`config.mk`:
```
export PLATFORM = sky130hd
export DESIGN_NAME = seq_alu
export DESIGN_NICKNAME = d
export VERILOG_FILES = /design/src/rtl/alu_pkg.sv /design/src/rtl/alu_comb.sv /design/src/rtl/seq_alu.sv
export SDC_FILE = /design/constraint.sdc
export NUM_CORES = 1
export LEC_CHECK = 0
export CORE_ASPECT_RATIO = 0.5
export CORE_UTILIZATION = 35
export DETAILED_ROUTE_END_ITERATION = 10
export GPL_ROUTABILITY_DRIVEN = 0
export GPL_TIMING_DRIVEN = 1
export SYNTH_ARGS = -nofsm -noshare
export SYNTH_HDL_FRONTEND = slang
export SYNTH_HIERARCHICAL = 1
export SYNTH_SLANG_ARGS = --single-unit
```
`constraint.sdc`:
```
create_clock -name Clk -period 3.8 [get_ports Clk]
set_input_delay 0.38 -clock Clk [delete_from_list [all_inputs] [get_ports Clk]]
set_output_delay 0.38 -clock Clk [all_outputs]
set_load 0.1 [all_outputs]
```
`src/rtl/alu_pkg.sv`:
```
// -----------------------------------------------------------------------------
// alu_pkg
// Shared definitions for the sequential ALU slice: the default datapath width,
// the opcode class and function codes, branch flag encodings and the FSM state
// type used by seq_alu.
// -----------------------------------------------------------------------------
package alu_pkg;

  // Default datapath / accumulator width in bits.
  localparam int DEFAULT_W = 8;

  // Opcode classes carried on the Op input.
  localparam logic OP_REG = 1'b0;
  localparam logic OP_IMM = 1'b1;

  // Register-class (Op = 0) function codes.
  localparam logic [3:0] F_ADD  = 4'b0000;
  localparam logic [3:0] F_MOV  = 4'b0001;
  localparam logic [3:0] F_HALT = 4'b0010;
  localparam logic [3:0] F_SLT  = 4'b0011;
  localparam logic [3:0] F_SET  = 4'b0100;
  localparam logic [3:0] F_SUB  = 4'b0101;
  localparam logic [3:0] F_SLL  = 4'b0110;
  localparam logic [3:0] F_OR   = 4'b1000;
  localparam logic [3:0] F_SLR  = 4'b1001;
  localparam logic [3:0] F_BEZR = 4'b1010;
  localparam logic [3:0] F_MUL  = 4'b1101;

  // Immediate-class (Op = 1) function codes.
  localparam logic [3:0] FI_SETI = 4'b0000;
  localparam logic [3:0] FI_SLIZ = 4'b0001;
  localparam logic [3:0] FI_SLTI = 4'b0010;

  // Branch flag encodings reported on Zero.
  localparam logic [1:0] BR_NONE = 2'b00;
  localparam logic [1:0] BR_FWD  = 2'b01;
  localparam logic [1:0] BR_BACK = 2'b10;

  // Control FSM: idle/accepting, or stepping a multi-cycle operation.
  typedef enum logic {
    ST_IDLE = 1'b0,
    ST_RUN  = 1'b1
  } state_t;

endpackage

```
`src/rtl/alu_comb.sv`:
```
// -----------------------------------------------------------------------------
// alu_comb
// Purely combinational datapath for every operation that completes in a single
// cycle. It also covers SLIZ with a zero shift count (result is the unchanged
// accumulator). Multi-cycle work (MUL, SLIZ with k >= 1) is stepped in seq_alu.
//
// Ports
//   op         opcode class (0 = register, 1 = immediate)
//   func       function select within the class
//   accu       accumulator value (operand A)
//   data_in    operand B / immediate
//   result     value to be registered into Out
//   carry      carry / borrow flag for this operation (0 when undefined)
//   zero       branch flag (only BEZR sets a non-zero value)
//   load_accu  1 when the accumulator must take result
//   halt       1 for the HALT operation
// -----------------------------------------------------------------------------
module alu_comb
  import alu_pkg::*;
#(
  parameter int W = DEFAULT_W
) (
  input  logic         op,
  input  logic [3:0]   func,
  input  logic [W-1:0] accu,
  input  logic [W-1:0] data_in,
  output logic [W-1:0] result,
  output logic         carry,
  output logic [1:0]   zero,
  output logic         load_accu,
  output logic         halt
);

  logic [W:0]   add_sum;
  logic [W-1:0] sub_diff;
  logic         ge_flag;

  // Shared arithmetic terms. The adder keeps the extra top bit so ADD can
  // report its carry-out directly.
  always_comb begin
    add_sum  = {1'b0, accu} + {1'b0, data_in};
    sub_diff = accu - data_in;
    ge_flag  = (data_in >= accu);
  end

  // Operation decode. Everything defaults to a NOP: result 0, flags cleared,
  // accumulator untouched.
  always_comb begin
    result    = '0;
    carry     = 1'b0;
    zero      = BR_NONE;
    load_accu = 1'b0;
    halt      = 1'b0;
    if (op == OP_REG) begin
      case (func)
        F_ADD: begin
          result    = add_sum[W-1:0];
          carry     = add_sum[W];
          load_accu = 1'b1;
        end
        F_MOV: begin
          result = accu;
        end
        F_HALT: begin
          halt = 1'b1;
        end
        F_SLT: begin
          result = {{(W-1){1'b0}}, ge_flag};
        end
        F_SET: begin
          result    = data_in;
          load_accu = 1'b1;
        end
        F_SUB: begin
          result    = sub_diff;
          carry     = (data_in > accu);
          load_accu = 1'b1;
        end
        F_SLL: begin
          // Shifted-out MSB goes to Carry; the accumulator is OR-ed in so
          // repeated SLL can assemble a value bit by bit.
          result    = {data_in[W-2:0], 1'b0} | accu;
          carry     = data_in[W-1];
          load_accu = 1'b1;
        end
        F_OR: begin
          result    = accu | data_in;
          load_accu = 1'b1;
        end
        F_SLR: begin
          result    = {1'b0, data_in[W-1:1]};
          load_accu = 1'b1;
        end
        F_BEZR: begin
          // Branch only when the accumulator is zero; a negative offset is
          // reported as a backward branch with its magnitude on result.
          if (accu == '0) begin
            if (data_in[W-1]) begin
              result = '0 - data_in;
              zero   = BR_BACK;
            end else begin
              result = data_in;
              zero   = BR_FWD;
            end
          end
        end
        default: begin
        end
      endcase
    end else begin
      case (func)
        FI_SETI: begin
          result    = data_in;
          load_accu = 1'b1;
        end
        FI_SLIZ: begin
          // Only reached with a zero shift count: the accumulator is the result.
          result    = accu;
          load_accu = 1'b1;
        end
        FI_SLTI: begin
          result = {{(W-1){1'b0}}, ge_flag};
        end
        default: begin
        end
      endcase
    end
  end

endmodule

```
`src/rtl/seq_alu.sv`:
```
// -----------------------------------------------------------------------------
// seq_alu
// Small sequential ALU with an internal accumulator. Single-cycle operations
// complete on the edge that accepts Start; SLIZ (shift accumulator left k
// times) and MUL (shift-add multiply) step one bit per cycle under a two-state
// FSM. Results and flags are registered and announced by a one-cycle Done.
//
// Ports
//   Clk     sole clock, rising edge
//   Reset   synchronous active-high reset, wins over Start
//   Start   operation request, sampled only while Busy = 0 and Halted = 0
//   Op      opcode class (0 = register, 1 = immediate)
//   Func    function select within the class
//   DataIn  operand B / immediate / shift count
//   Out     registered result of the last completed operation
//   Accu    accumulator (operand A)
//   Carry   registered carry / borrow / multiply-overflow flag
//   Zero    registered branch flag (00 none, 01 forward, 10 backward)
//   Busy    multi-cycle operation in progress
//   Done    one-cycle pulse when Out and the flags are updated
//   Halted  sticky halt indicator, cleared only by Reset
// -----------------------------------------------------------------------------
module seq_alu
  import alu_pkg::*;
#(
  parameter int W   = DEFAULT_W,
  parameter int SHW = $clog2(W) + 1
) (
  input  logic         Clk,
  input  logic         Reset,
  input  logic         Start,
  input  logic         Op,
  input  logic [3:0]   Func,
  input  logic [W-1:0] DataIn,
  output logic [W-1:0] Out,
  output logic [W-1:0] Accu,
  output logic         Carry,
  output logic [1:0]   Zero,
  output logic         Busy,
  output logic         Done,
  output logic         Halted
);

  localparam logic [W-1:0] W_LIMIT = W[W-1:0];

  state_t         state;
  logic [SHW-1:0] cnt;
  logic           run_mul;
  logic [2*W-1:0] prod;

  logic           is_mul;
  logic           is_sliz;
  logic [SHW-1:0] sliz_k;
  logic [W-1:0]   accu_shl;

  logic [2*W-1:0] mul_src;
  logic [W:0]     mul_sum;
  logic [2*W-1:0] mul_next;

  logic [W-1:0]   c_result;
  logic           c_carry;
  logic [1:0]     c_zero;
  logic           c_load;
  logic           c_halt;

  alu_comb #(
    .W (W)
  ) u_alu_comb (
    .op        (Op),
    .func      (Func),
    .accu      (Accu),
    .data_in   (DataIn),
    .result    (c_result),
    .carry     (c_carry),
    .zero      (c_zero),
    .load_accu (c_load),
    .halt      (c_halt)
  );

  assign Busy = (state == ST_RUN);

  // Classify the incoming request and clamp the SLIZ count to W, since any
  // count of W or more clears the accumulator anyway.
  always_comb begin
    is_mul   = (Op == OP_REG) && (Func == F_MUL);
    is_sliz  = (Op == OP_IMM) && (Func == FI_SLIZ);
    sliz_k   = (DataIn >= W_LIMIT) ? SHW'(W) : SHW'(DataIn);
    accu_shl = {Accu[W-2:0], 1'b0};
  end

  // One shift-add multiply step. The product register holds the partial sum
  // in its upper half and the not-yet-consumed multiplier bits in its lower
  // half; on the accepting edge the multiplier comes straight from DataIn so
  // the first step is not wasted.
  always_comb begin
    mul_src  = (state == ST_IDLE) ? {{W{1'b0}}, DataIn} : prod;
    mul_sum  = {1'b0, mul_src[2*W-1:W]} + (mul_src[0] ? {1'b0, Accu} : {(W+1){1'b0}});
    mul_next = {mul_sum, mul_src[W-1:1]};
  end

  // Control FSM, counter, accumulator and output registers. The accepting
  // edge always performs the first step of a multi-cycle operation, so an
  // operation of k steps finishes k edges after Start is sampled. cnt holds
  // the number of steps still to go after the current edge.
  always_ff @(posedge Clk) begin
    if (Reset) begin
      state   <= ST_IDLE;
      cnt     <= '0;
      run_mul <= 1'b0;
      prod    <= '0;
      Out     <= '0;
      Accu    <= '0;
      Carry   <= 1'b0;
      Zero    <= BR_NONE;
      Done    <= 1'b0;
      Halted  <= 1'b0;
    end else begin
      Done <= 1'b0;
      case (state)
        ST_IDLE: begin
          if (Start && !Halted) begin
            if (is_mul) begin
              prod    <= mul_next;
              cnt     <= SHW'(W - 1);
              run_mul <= 1'b1;
              state   <= ST_RUN;
            end else if (is_sliz && (sliz_k != '0)) begin
              Accu <= accu_shl;
              if (sliz_k == SHW'(1)) begin
                Out   <= accu_shl;
                Carry <= 1'b0;
                Zero  <= BR_NONE;
                Done  <= 1'b1;
              end else begin
                cnt     <= sliz_k - 1'b1;
                run_mul <= 1'b0;
                state   <= ST_RUN;
              end
            end else begin
              Out   <= c_result;
              Carry <= c_carry;
              Zero  <= c_zero;
              Done  <= 1'b1;
              if (c_load) begin
                Accu <= c_result;
              end
              if (c_halt) begin
                Halted <= 1'b1;
              end
            end
          end
        end
        ST_RUN: begin
          cnt <= cnt - 1'b1;
          if (run_mul) begin
            // Accu stays as the multiplicand until the product is complete.
            prod <= mul_next;
            if (cnt == SHW'(1)) begin
              Out   <= mul_next[W-1:0];
              Accu  <= mul_next[W-1:0];
              Carry <= |mul_next[2*W-1:W];
              Zero  <= BR_NONE;
              Done  <= 1'b1;
              state <= ST_IDLE;
            end
          end else begin
            Accu <= accu_shl;
            if (cnt == SHW'(1)) begin
              Out   <= accu_shl;
              Carry <= 1'b0;
              Zero  <= BR_NONE;
              Done  <= 1'b1;
              state <= ST_IDLE;
            end
          end
        end
        default: begin
          state <= ST_IDLE;
        end
      endcase
    end
  end

endmodule

```
==> metrics.txt, run 1 <==
outcome=finished, final reports clean; initial antenna violation count=0; chip width=163.0 um; internal reg-to-reg setup slack=0.48 ns; area occupied by registers=862.1 um^2; CP required=3.95 ns; Residual DRC=0; pwr dens=246.4 mW/mm^2; Combinational Power Share=31.5%; first-pass GRT wire length=22290 um; max-cap viol count=0; drt first pass iters=6; RR Endpoint=Carry; Slew @ Worst Pin=0.9836 ns; CP endpoint kind=register; share of cells above drive strength 1=15.51%; Clock transition at path regs=0.06 ns; worst skew pair latency=0.28 ns; reg2reg path depth=10; Peak Freq=289.4 MHz; Yosys top cell by area=dfxtp_1; Post-synth top cells=nor2_1, dfxtp_1, a21oi_1; Final Core Density=43.77%; Critical Path AT=3.61 ns; Post-DRT Antenna Nets=0; Async SR Flop Fraction=0%; CTS max path bufs=2; crit path kind=primary input to register; Area contributors post-synth=dfxtp_1, ha_1, mux2i_1; Fillers=1189; Buffers & Inverters on Critical Path=2; Setup violations, final=0; IO Count=38; FF+latch count, synth=43; total setup buffers inserted after CTS=0; setup ws final=0.3448 ns; Die ar.=0.01344 mm^2; GRT Total Usage=21.57%; Worst R2R Start=Busy; Crit Path Max Fanout=7; Clock Skews=0.004989 ns; Clk Tree Root Cell=clkbuf_16; hold path startpoint=Carry; RSZ-0062 raised after global routing=false; startpoint types=primary input; Initial DRC Count=425; critical path cell sequence=clkdlybuf4s50_1 -> mux2i_1 -> buf_4 -> nor2b_1 -> fa_1 -> a211oi_1 -> o211ai_1 -> a21oi_1 -> or4b_1 -> o311ai_0 -> a221oi_1; Syn. warnings=6; Avg Inst Size Synth=8.126 um^2; Flop pwr share=35.9%; hold_ws=0.4810 ns; row cnt=28; hold path depth=2; Final Max Slew Viols=0; sequential share of the synthesized area=18.98%; Lkg Pwr=2.039 nW; cts repair resizes=0; number of synthesized flops with an enable pin=0; core footprint=0.01223 mm^2; largest net degree at the start of global routing=30; DR vias=4443; worst min path class=register to register; gr ovfl total=0; Setup Total Neg Slack=0 ns; clk sinks=43; sw frac=34.67%; VDD IR max=0.1894 mV; Final HPWL DP=10840 um; Period minus WS final=3.455 ns; CTS Hold Buffers Added=0; maximum level of the CTS H-tree=2; top-count cell post-synth=nor2_1; final WL=14230 um; synthesized instance count=558; Cell Area, Synth=0.004534 mm^2; Slowest cell on crit path=clkdlybuf4s50_1; Syn Nets=614; Synth top area share=18.98%; Crit path largest cell delay=0.64 ns; final hold vios=0; ant diodes=0; die height=82.49 um; Total Power=1.319 mW; total CTS buffers=5; period utilization=90.93%; main flop type after synthesis=dfxtp_1; number of global-route vias before repair=4032; internal cell power=861.6 uW; cell family with most CP delay=compound AO/OA/AOI/OAI gates; distinct cell type count after synthesis=75; pre-CTS setup slack=0.04824 ns; CTS tree=built; Syn-to-layout area delta=18.02%; Initial Utilization=37.09%; Slew HR=34.22%; worst hold endpoint=Carry; DR WL/cell=18.46 um; power share of the clock group=32.6%; multi-input combinational cell area=0.003391 mm^2; Vias/cell=5.763; Sw Pwr=457.3 uW; NumNets Final=661; IO Port Bufs=37
==> flip-flops by register name (all words and copies together), names as in the netlist <==
register,flops
run_mul,1
Carry,1
Accu,8
Out,8
Zero,2
Halted,1
Done,1
prod,16
cnt,4
Busy,1
==> worst min-delay path, stage by stage (launching register included) <==
cell      delay [ns]
dfxtp_1         0.32
inv_1           0.05
a221oi_1        0.06
==> cell type report <==
cell class	instances	area share, %
multi-input combinational	455	63.36
clock buffer	5	2.338
sequential	43	16.11
tap	165	3.858
inverter	30	2.104
clock inverter	3	0.4442
timing repair buffer	70	11.78
==> worst max path at each step <==
| stage | startpoint | slack, ns | endpoint | depth (start not counted) |
|---|---|---|---|---|
| after global placement | DataIn[0] | 0.18 | Carry | 11 |
| after global routing | DataIn[0] | 0.13 | Carry | 11 |
| final | DataIn[0] | 0.34 | Carry | 11 |
| after CTS | DataIn[0] | 0.34 | Carry | 11 |
| after floorplan | Busy | 0.16 | Carry | 11 |
| after detailed placement | DataIn[0] | 0.05 | Carry | 11 |
==> kinds of logic after synthesis <==
kind of cell	count (synthesis)	share of synthesized area, %
buf+inv	60	6.236
compound gates	161	26.46
fa+ha+maj	40	11.53
xor+xnor	18	3.477
flops	43	18.98
simple gates	200	25.30
mux	36	8.002
==> metrics by stage <==
stage	area, um^2	std cells
2_1_floorplan	4536	558
3_3_place_gp	5202	763
3_5_place_dp	5202	763
4_1_cts	5351	771
5_1_grt	5351	771
6_report	5351	771
==> layer usage <==
| layer | GRT usage [%] | wire length [um] |
|---|---|---|
| met2 | 35.57 | 6392 |
| met3 | 3.147 | 829 |
| met4 | 6.355 | 204 |
| met1 | 29.36 | 6804 |
| met5 | 0 | 0 |
==> power by group through the flow <==
stage / clock, mW / combinational, mW / sequential (mW)
2_1_floorplan: 0 / 0.220 / 0.542
3_3_place_gp: 0 / 0.407 / 0.484
3_5_place_dp: 0 / 0.408 / 0.484
4_1_cts: 0.443 / 0.410 / 0.473
5_1_grt: 0.462 / 0.443 / 0.475
6_report: 0.430 / 0.416 / 0.473
==> placed cells by master (no fill, tap or decap), types with 12 or more instances in the layout <==
cell type	count
ha_1	37
a21oi_1	39
nor2b_1	15
or2_2	12
nand2_1	25
o21ai_0	21
clkdlybuf4s50_1	37
dfxtp_1	42
buf_4	32
mux2i_1	34
nor3_1	14
inv_1	30
nor2_1	66
Power figures use the tool's default switching activity.
==> inputs of run 2 (changes only) <==
--- a/config.mk
+++ b/config.mk
@@ -10,6 +10,7 @@
 export DETAILED_ROUTE_END_ITERATION = 10
 export GPL_ROUTABILITY_DRIVEN = 0
 export GPL_TIMING_DRIVEN = 1
+export PLACE_DENSITY = 0.63
 export SYNTH_ARGS = -nofsm -noshare
 export SYNTH_HDL_FRONTEND = slang
 export SYNTH_HIERARCHICAL = 1
==> run 2 against run 1 <==
Sequential power about the same. Largest power group is now the clock network. Sequential cell count unchanged. Highest routed layer unchanged. Final cell count down 0.65%. Setup slack gained 0.0021 ns. Utilization decreased by 0.072 points.
==> metrics.txt, run 2 (same netlist as run 1, synthesis figures left out) <==
share of cells above drive strength 1=14.81% (was 15.51%); period utilization=90.87% (was 90.93%); Final HPWL DP=10280 um (was 10840 um); chip width=163.0 um (unchanged); Peak Freq=289.6 MHz (was 289.4 MHz); DP Area=0.005165 mm^2 (was 0.005202 mm^2); initial antenna violation count=0 (unchanged); Residual DRC=0 (unchanged); crit path kind=primary input to register (unchanged); DR WL/cell=17.69 um (was 18.46 um); VDD IR max=0.1577 mV (was 0.1894 mV); Combinational Power Share=29.3% (was 31.5%); row cnt=28 (unchanged); internal reg-to-reg setup slack=0.61 ns (was 0.48 ns); Post-DRT Antenna Nets=0 (unchanged); Top Registers=prod (16), Accu (8), Out (8) (unchanged); max-cap viol count=0 (unchanged); Period minus WS final=3.453 ns (was 3.455 ns); Clock transition at path regs=0.06 ns (about the same); Slew HR=34.83% (was 34.22%); worst min path class=register to register (unchanged); Clk Tree Root Cell=clkbuf_16 (unchanged); Final Max Slew Viols=0 (unchanged); Initial DRC Count=430 (was 425); GRT Total Usage=20.83% (was 21.57%); Crit Path Max Fanout=7 (unchanged); drt first pass iters=5 (was 6); cts repair resizes=0 (unchanged); Setup Total Neg Slack=0 ns (unchanged); gr ovfl total=0 (unchanged); outcome=finished, final reports clean (unchanged); startpoint types=primary input (unchanged); Buffers & Inverters on Critical Path=2 (unchanged); critical path cell sequence=clkdlybuf4s50_1 -> ha_1 -> inv_1 -> fa_1 -> nand2b_4 -> a21o_1 -> a211oi_1 -> or4_4 -> nor4b_4 -> o22ai_2 -> o221a_2 -> mux2i_1 -> nor2_1 (was clkdlybuf4s50_1 -> mux2i_1 -> buf_4 -> nor2b_1 -> fa_1 -> a211oi_1 -> o211ai_1 -> a21oi_1 -> or4b_1 -> o311ai_0 -> a221oi_1); cell family with most CP delay=simple AND/OR/NAND/NOR gates (was compound AO/OA/AOI/OAI gates); Final Core Density=43.70% (was 43.77%); CTS Hold Buffers Added=0 (unchanged); IO Count=38 (unchanged); Sw Pwr=448.5 uW (was 457.3 uW); largest net degree at the start of global routing=39 (was 30); Crit path largest cell delay=0.72 ns (was 0.64 ns); Lkg Pwr=2.034 nW (was 2.039 nW); Die ar.=0.01344 mm^2 (unchanged); ant diodes=0 (unchanged); Initial Utilization=37.09% (unchanged); final non-filler cell area=0.005343 mm^2 (was 0.005351 mm^2); Vias/cell=5.769 (was 5.763); clk sinks=43 (unchanged); CP endpoint kind=register (unchanged); max FFs per register=16 (unchanged); largest register by flop count=prod (unchanged); Slowest cell on crit path=clkdlybuf4s50_1 (unchanged); most frequent cells in the layout=nor2_1, dfxtp_1, a21oi_1, ha_1, clkdlybuf4s50_1 (unchanged); Setup violations, final=0 (unchanged); final WL=13550 um (was 14230 um); most common cell after layout, fill and taps aside=nor2_1 (unchanged); Slew @ Worst Pin=0.9745 ns (was 0.9836 ns); IO Port Bufs=37 (unchanged); Clock Skews=0.005915 ns (was 0.004989 ns); total CTS buffers=5 (unchanged); power share of the clock group=36.6% (was 32.6%); core footprint=0.01223 mm^2 (unchanged); CP required=3.96 ns (was 3.95 ns); die height=82.49 um (unchanged); Critical Path AT=3.61 ns (about the same); CTS max path bufs=2 (unchanged); internal cell power=944.9 uW (was 861.6 uW); worst skew pair latency=0.28 ns (about the same); first-pass GRT wire length=21960 um (was 22290 um); CTS tree=built (unchanged); DR vias=4419 (was 4443); final hold vios=0 (unchanged); pwr dens=260.8 mW/mm^2 (was 246.4 mW/mm^2); number of global-route vias before repair=4047 (was 4032); sw frac=32.19% (was 34.67%); maximum level of the CTS H-tree=2 (unchanged); total setup buffers inserted after CTS=0 (unchanged); Flop pwr share=34.1% (was 35.9%); RSZ-0062 raised after global routing=false (unchanged); Syn-to-layout area delta=17.83% (was 18.02%); NumNets Final=656 (was 661)
[run 2: cell types whose count changed in the layout (fill, tap and decap cells not counted), sizes merged]
cell | previous run | this run
buf | 33 | 28
clkbuf | 5 | 6
bufinv | 0 | 1
clkinvlp | 2 | 0
[run 2: final cells by class]
class,instances,area (um^2)
Clock inverter,2,38.79
Timing Repair Buffer,65,593.1
Sequential cell,43,862.1
Fill cell,1200,6884
Tap cell,165,206.4
Clock buffer,6,138.9
Multi-Input combinational cell,455,3391
Inverter,30,112.6
[run 2: power groups by stage]
stage                     registers [mW]  clock network, mW  logic (mW)
after floorplan                    0.542                  0       0.220
after global placement             0.486                  0       0.399
after detailed placement           0.485                  0       0.399
after CTS                          0.475              0.521       0.402
after global routing               0.477              0.542       0.436
final                              0.475              0.510       0.408
[run 2: final timing paths]
kind              startpoint        to  cells after the start
hold reg to reg     prod[12]  prod[12]                      2
setup reg to reg     Accu[1]    Out[7]                     11
hold / removal      prod[12]  prod[12]                      2
setup / recovery   DataIn[0]    Out[4]                     13
[run 2: metrics by stage]
step                hold WS, ns  worst slack (ns)  total power, mW  std cells
global placement         0.4670            0.1727           0.8847        758
detailed placement       0.4759            0.1179           0.8844        758
CTS                      0.4907            0.4251            1.398        766
floorplan                0.4515            0.1575           0.7621        558
finish                   0.4808            0.3469            1.393        766
global route             0.5146            0.2029            1.455        766
[run 2: per-layer routing]
metal | GRT usage (%) | vias up | routed length [um]
li1 | - | 2137 | -
met1 | 29.69 | 2092 | 6831
met2 | 32.51 | 167 | 5656
met3 | 2.897 | 23 | 810
met4 | 6.355 | 0 | 248
met5 | 0 | - | 0
[run 2: tightest hold or removal path, delay by kind of cell (launching register included)]
family           cells  cell delay, ns
DFF                  1            0.31
muxes                1            0.06
and+or+nand+nor      1            0.07
==> inputs of run 3 (changes only) <==
--- a/config.mk
+++ b/config.mk
@@ -11,6 +11,7 @@
 export GPL_ROUTABILITY_DRIVEN = 0
 export GPL_TIMING_DRIVEN = 1
 export PLACE_DENSITY = 0.63
+export REMOVE_ABC_BUFFERS = 1
 export SYNTH_ARGS = -nofsm -noshare
 export SYNTH_HDL_FRONTEND = slang
 export SYNTH_HIERARCHICAL = 1
==> run 3 against run 2 <==
First-iteration DRC count is 4.0% higher. Via count is 0.97% lower. Combinational power hardly changed. Setup slack better by 0.15 ns. Final cell count is 0.13% higher. Sequential power hardly changed. Sequential cell count stayed put. Die area stayed put. Clock power is 16% lower. Highest routed layer unchanged.
==> metrics.txt, run 3 (same netlist as run 1, synthesis figures left out) <==
CTS tree=built (unchanged); chip width=163.0 um (unchanged); largest register by flop count=prod (unchanged); Initial DRC Count=447 (was 430); crit path kind=primary input to register (unchanged); worst min path class=register to register (unchanged); Critical Path AT=3.53 ns (was 3.61 ns); pwr dens=246.7 mW/mm^2 (was 260.8 mW/mm^2); gr ovfl total=0 (unchanged); share of cells above drive strength 1=14.95% (was 14.81%); pre-CTS setup slack=0.2035 ns (was 0.1179 ns); Die ar.=0.01344 mm^2 (unchanged); row cnt=28 (unchanged); Peak Freq=302.4 MHz (was 289.6 MHz); max FFs per register=16 (unchanged); setup ws final=0.4935 ns (was 0.3469 ns); Clock Skews=0.003751 ns (was 0.005915 ns); outcome=finished, final reports clean (unchanged); CTS max path bufs=2 (unchanged); CP endpoint kind=register (unchanged); clk sinks=43 (unchanged); NumNets Final=658 (was 656); startpoint types=primary input (unchanged); cts repair resizes=0 (unchanged); Post-DRT Antenna Nets=0 (unchanged); final WL=13410 um (was 13550 um); Total Power=1.310 mW (was 1.393 mW); Setup Total Neg Slack=0 ns (unchanged); most frequent cells in the layout=nor2_1, dfxtp_1, a21oi_1, ha_1, clkdlybuf4s50_1 (unchanged); Placed Cells=760 (was 758); drt first pass iters=6 (was 5); IO Port Bufs=37 (unchanged); ant diodes=0 (unchanged); Final Max Slew Viols=0 (unchanged); Clock transition at path regs=0.06 ns (about the same); DR vias=4376 (was 4419); Slew @ Worst Pin=0.9728 ns (was 0.9745 ns); total CTS buffers=5 (unchanged); VDD IR max=0.1454 mV (was 0.1577 mV); Clk Tree Root Cell=clkbuf_16 (unchanged); maximum level of the CTS H-tree=2 (unchanged); Final HPWL DP=10290 um (was 10280 um); Slew HR=34.95% (was 34.83%); Vias/cell=5.705 (was 5.769); largest net degree at the start of global routing=27 (was 39); total setup buffers inserted after CTS=0 (unchanged); hold_ws=0.4825 ns (was 0.4808 ns); Lkg Pwr=2.027 nW (was 2.034 nW); first-pass GRT wire length=21610 um (was 21960 um); die height=82.49 um (unchanged); Period minus WS final=3.306 ns (was 3.453 ns); Crit Path Max Fanout=4 (was 7); CTS Hold Buffers Added=0 (unchanged); Syn-to-layout area delta=17.05% (was 17.83%); max-cap viol count=0 (unchanged); IO Count=38 (unchanged); Setup violations, final=0 (unchanged); number of global-route vias before repair=4028 (was 4047); Top Registers=prod (16), Accu (8), Out (8) (unchanged); Finished Layout Cells=767 (was 766); worst skew pair latency=0.28 ns (about the same); DR WL/cell=17.48 um (was 17.69 um); initial antenna violation count=0 (unchanged); RSZ-0062 raised after global routing=false (unchanged); Initial Utilization=37.09% (unchanged); most common cell after layout, fill and taps aside=nor2_1 (unchanged); CP required=4.02 ns (was 3.96 ns); final hold vios=0 (unchanged); Residual DRC=0 (unchanged); core footprint=0.01223 mm^2 (unchanged); GRT Total Usage=20.49% (was 20.83%); period utilization=87.01% (was 90.87%)
==> run 3: report_power, final <==
group / switching (mW) / leakage (nW) / total [mW] / internal (mW)
clock: 0.172 / 0.0727 / 0.428 / 0.257
combinational: 0.256 / 1.61 / 0.407 / 0.151
sequential: 0.0116 / 0.348 / 0.474 / 0.463
total: 0.439 / 2.03 / 1.31 / 0.870
==> run 3: path summary, 6_finish.rpt <==
| kind | start | to | slack, ns | cells after the start |
|---|---|---|---|---|
| max | DataIn[0] | Out[6] | 0.49 | 12 |
| min | prod[8] | prod[8] | 0.48 | 2 |
| max reg2reg | Busy | Carry | 0.64 | 10 |
| min reg2reg | prod[8] | prod[8] | 0.48 | 2 |
==> run 3: final cells by class <==
cell class                 count  area [um^2]
timing repair buffer          67        593.1
inverter                      30        112.6
clock inverter                 1        5.005
sequential                    43        860.8
fill                        1219         6919
multi-input combinational    455         3391
clock buffer                   6        138.9
tap                          165        206.4
==> run 3: per-layer routing <==
metal | share of wire (%) | GRT usage, % | up-vias
met5 | 0 | 0 | -
met4 | 1.1 | 6.168 | 0
met3 | 6.0 | 2.148 | 16
met2 | 45 | 33.06 | 162
met1 | 48 | 28.87 | 2058
li1 | - | - | 2140
==> run 3: worst max-delay path, stage by stage <==
cell and delay (ns):
clkdlybuf4s50_1 0.56, ha_1 0.29, fa_1 0.44, a211oi_1 0.27, nor2_1 0.11, or4b_2 0.61
o21ai_0 0.10, a221oi_1 0.11, o221ai_1 0.27, o221a_2 0.25, mux2i_1 0.06, nor2_1 0.08
==> run 3: metrics by stage <==
stage	util [%]	area, um^2
after floorplan	-	4364
after CTS	43.41	5308
after global placement	42.23	5164
final	43.41	5308
after detailed placement	42.23	5164
after global routing	43.41	5308
